<file path="config.mk">
export PLATFORM = sky130hd
export DESIGN_NAME = full_adder
export DESIGN_NICKNAME = d
export VERILOG_FILES = /design/src/rtl/full_adder.sv
export SDC_FILE = /design/constraint.sdc
export NUM_CORES = 1
export LEC_CHECK = 0
export ABC_AREA = 1
export CORE_MARGIN = 4
export CORE_UTILIZATION = 44
export DETAILED_ROUTE_END_ITERATION = 7
export GPL_ROUTABILITY_DRIVEN = 1
export PLACE_DENSITY = 0.76
export SLEW_MARGIN = 5
export SYNTH_ARGS = -nofsm -noshare
export SYNTH_HDL_FRONTEND = slang
export SYNTH_SLANG_ARGS = --single-unit
</file>
<file path="constraint.sdc">
create_clock -name clk -period 1.6 [get_ports clk]
set_clock_uncertainty 0.15 [all_clocks]
set_input_delay 0.24 -clock clk [delete_from_list [all_inputs] [get_ports clk]]
set_output_delay 0.24 -clock clk [all_outputs]
set_load 0.02 [all_outputs]
</file>
<file path="src/rtl/full_adder.sv">
// 1-bit full adder cell: combinational sum/carry for ripple chains, plus a
// registered copy with a valid flag and a saturating carry-out event counter.
module full_adder #(
  parameter int CNT_W = 8
) (
  input  logic             clk,
  input  logic             rst,
  input  logic             a,
  input  logic             b,
  input  logic             cin,
  input  logic             in_valid,
  output logic             s,
  output logic             cout,
  output logic             s_q,
  output logic             cout_q,
  output logic             out_valid,
  output logic [CNT_W-1:0] cout_cnt
);

  localparam logic [CNT_W-1:0] CNT_MAX = '1;

  // The combinational path does not depend on clk, rst or in_valid, so ripple
  // chains built from this cell see zero latency.
  assign s    = a ^ b ^ cin;
  assign cout = (a & b) | (a & cin) | (b & cin);

  // NOTE: sequential state uses non-blocking assignments so every register
  // samples pre-edge values; all state is cleared by the async reset, so no X
  // appears on any registered output once reset has been applied.
  always_ff @(posedge clk or posedge rst) begin
    if (rst) begin
      s_q       <= 1'b0;
      cout_q    <= 1'b0;
      out_valid <= 1'b0;
      cout_cnt  <= '0;
    end else begin
      out_valid <= in_valid;
      if (in_valid) begin
        s_q    <= s;
        cout_q <= cout;
        if (cout && (cout_cnt != CNT_MAX)) begin
          cout_cnt <= cout_cnt + 1'b1;
        end
      end
    end
  end

endmodule

</file>
==> flow_summary.rst <==
.. list-table::
   :header-rows: 1

   * - Metric
     - Value
   * - Outcome
     - finished clean
   * - Worst slew margin relative to its limit
     - 71.7%
   * - Initial Utilization
     - ~47%
   * - WP buf/inv
     - 2
   * - Worst Reg2Reg Path Length in Cells
     - 8
   * - Number of hold-repair buffers added at the cts stage
     - 0
   * - Cells after Synth
     - 74
   * - IO Pins
     - 19
   * - WP data arrival
     - 1.17 ns
   * - Min Hold Slack
     - 0.105 ns
   * - Min Clock Period, post-route
     - 1.56 ns
   * - Net count of the finished layout
     - 109
   * - Worst-path clk slew
     - 0.07 ns
   * - Max rail drop VDD
     - 0.713 mV
   * - Area taken by multi-input logic gates
     - 305 um2
   * - Fmax achieved
     - 0.640 GHz
   * - Number of max-cap violations
     - 0
   * - Number of clock buffers inserted by TritonCTS
     - 3
   * - DRT Pass-1 Iters
     - 4
   * - Synthesized-area fraction occupied by adder cells
     - 5.30%
   * - Proportion of layout cells with a drive suffix above 1
     - 18.0%
   * - Number of diodes added for antenna fixing
     - 0
   * - Post-synthesis mux area share
     - 1.83%
   * - Category of the critical setup timing path
     - in2out
   * - Total number of vias
     - 557
   * - Total stage count of the critical path
     - 3
   * - Synth Area in Compound Gates
     - approximately 2.4%
   * - Post-placement cell area
     - 843 um2
   * - Worst Hold Class
     - in2async
   * - Maximum fanout along the worst path
     - 2
   * - WP data required
     - ~1.2 ns
   * - Mean post-synth cell area
     - 8.30 um2
   * - Final Hold Viols
     - 0
   * - Number of warnings issued by yosys
     - 0
   * - Power per standard cell area
     - about 1100 nW/um2
   * - Fraction of the yosys area taken by sequential cells
     - 44.8%
   * - Area of the mapped netlist
     - around 600 um2
   * - Number of pins exceeding their max-slew limit in the final report
     - 0
   * - Fraction of the mapped netlist area in simple logic gates
     - 35.4%
   * - Remaining design rule violation count
     - 0
   * - Commonest cells after routing, fill and taps aside
     - 31 x sky130_fd_sc_hd__nand2_1, 13 x sky130_fd_sc_hd__dlygate4sd2_1, 10 x sky130_fd_sc_hd__dfrtp_1
   * - Crit path cell chain
     - dlygate4sd2_1, fa_1, buf_6
   * - DR WL/cell
     - 11.9 um
   * - Synthesized Nets
     - 82
   * - CP peak stage delay
     - 0.55 ns
   * - CTS tree
     - built
   * - Number of global-route vias before repair
     - 568
   * - Std-Cell Rows
     - 13
   * - Count of cell types in the netlist
     - 17
   * - Total routing usage reported by global routing
     - 17.3%
   * - Launching element type of the critical path
     - input pin
   * - Max Root-Sink Buffers
     - 2
   * - Wire length of the first global-routing pass
     - ~2500 um
   * - Total of endpoints with negative setup slack in the final report
     - 0
   * - Number of antenna violations at the first check in global routing
     - 0
   * - Total overflow reported by the global router
     - 0
   * - Final total power
     - just under 1 mW
   * - Detailed-placement wirelength estimate
     - 1060 um
   * - Placeable Area
     - roughly 1300 um2
   * - Clock root cell
     - sky130_fd_sc_hd__clkbuf_4
   * - Worst reg2reg endpoint
     - cout_cnt[7]
   * - Final period util
     - 97.7%
   * - Number of sinks driven by the clock tree
     - 11
   * - Final weighted congestion in routability-driven placement
     - ~0.71
   * - Violation count after the first detailed-route iteration
     - 13
   * - Number of vias per cell
     - 4.84
   * - Unrepaired setup endpoints after global routing
     - no
   * - Routed wire length
     - roughly 1400 um
   * - Count of nets left with antenna violations after detail routing
     - 0
   * - Fraction of synthesized cell area in xor and xnor cells
     - 4.28%
   * - Main combinational cell family by area after synthesis
     - simple AND/OR/NAND/NOR gates
   * - Die ar.
     - about 2100 um2
   * - Leakage power summed over all cells
     - 0.457 nW
   * - CP max stage cell
     - sky130_fd_sc_hd__fa_1
   * - Most common cell after layout, fill and taps aside
     - sky130_fd_sc_hd__nand2_1
   * - Yosys reg bits
     - 11
   * - Total number of H-tree levels
     - 1
   * - Pin count of the biggest net entering global routing
     - 12
   * - Utilization of the core after routing
     - 65.6%
   * - Latest clock arrival within the worst-skew pair
     - 0.27 ns
   * - Combined flip-flop and latch cell area
     - 277 um2
   * - Die boundary height
     - 45.4 um
   * - Kind of capture point of the worst setup path
     - primary output
   * - Die span in x
     - 45.4 um
   * - Setup slack on the worst flop-to-flop path
     - 0.15 ns
   * - Number of I/O port buffers
     - 18
   * - R2r startpoint
     - cout_cnt[1]
   * - Kind of cell with the highest combined delay on the critical path
     - adder cells
   * - Worst Max-Slew Pin Slew
     - 0.425 ns
   * - Area overhead of the layout relative to synthesis
     - 38.9%
   * - Post-route standard cell area excluding fillers
     - 853 um2
   * - Filler cells
     - 125
==> synthesized netlist by cell type (all sizes together) <==
library cell,instances,area (um2)
xor2,2,17.5
o21ai,3,15.0
mux2,1,11.3
ha,1,12.5
dfrtp,11,275
xnor2,1,8.76
inv,9,36.3
nand3,4,20.0
nand2,34,154
nand4,1,6.26
nor2,6,37.5
fa,1,20.0
==> cell type report <==
type                            count  area share (%)
Timing Repair Buffer               22            22.3
Tap cell                           15            2.20
Multi-Input combinational cell     54            35.8
Inverter                            9            4.25
Clock buffer                        4            3.08
Sequential cell                    11            32.4
==> sequential cells by signal, summed over array words and instances, names as in the netlist <==
name	cells
out_valid	1
s_q	1
cout_q	1
cout_cnt	8
==> repair_timing <==
action                                  in CTS  in global routing
gates cloned                                 0                  0
endpoints found under the setup margin      18                  3
pin swaps                                    1                  1
buffers inserted                             0                  0
resized for setup                           24                  3
==> through the flow <==
stage | cells | TNS [ns] | worst slack (ns)
after floorplan | 74 | 0 | 0.106
after global placement | 111 | -3.04 | -0.615
after detailed placement | 111 | -3.39 | -0.648
after CTS | 115 | 0 | 0.00101
after global routing | 115 | 0 | 0.000891
final | 115 | 0 | 0.0368
==> kinds of logic (layout without fill, tap and decap cells) <==
kind of cell	count (synthesis)	after routing
xor+xnor	3	3
simple gates	45	45
mux	1	1
buf+inv	9	35
compound gates	3	3
fa+ha+maj	2	2
flops	11	11
==> worst max path at each step <==
stage / from / slack (ns) / to
final: b / 0.04 / s
after global routing: cout_cnt[1] / 0.0009 / cout_cnt[5]
after CTS: cin / 0.001 / s
after detailed placement: a / -0.65 / s
after global placement: a / -0.62 / s
after floorplan: cout_cnt[1] / 0.11 / cout_cnt[4]
==> power breakdown <==
| part | switching (mW) | internal [mW] |
|---|---|---|
| registers | 0.0506 | 0.335 |
| logic | 0.228 | 0.167 |
| clock network | 0.0967 | 0.0966 |
| total | 0.375 | 0.598 |
==> routing by layer <==
metal  global-route usage (%)  share of wire (%)  up-vias
met1                     22.8                 45      256
met3                     3.98                3.7        5
met5                        0                  0        -
li1                         -                  -      278
met4                     11.7                2.5        0
met2                     24.9                 48       18
==> worst register-to-register path: stages (launching register included) <==
cell and delay [ns]:
sky130_fd_sc_hd__dfrtp_1 0.41, sky130_fd_sc_hd__ha_2 0.22, sky130_fd_sc_hd__nand2_2 0.08, sky130_fd_sc_hd__nor2_4 0.12, sky130_fd_sc_hd__nand2_4 0.09, sky130_fd_sc_hd__nand2_8 0.10
sky130_fd_sc_hd__inv_4 0.05, sky130_fd_sc_hd__nand2_1 0.06, sky130_fd_sc_hd__nand2_1 0.05
Note: power is estimated with default switching activity, not from simulation.
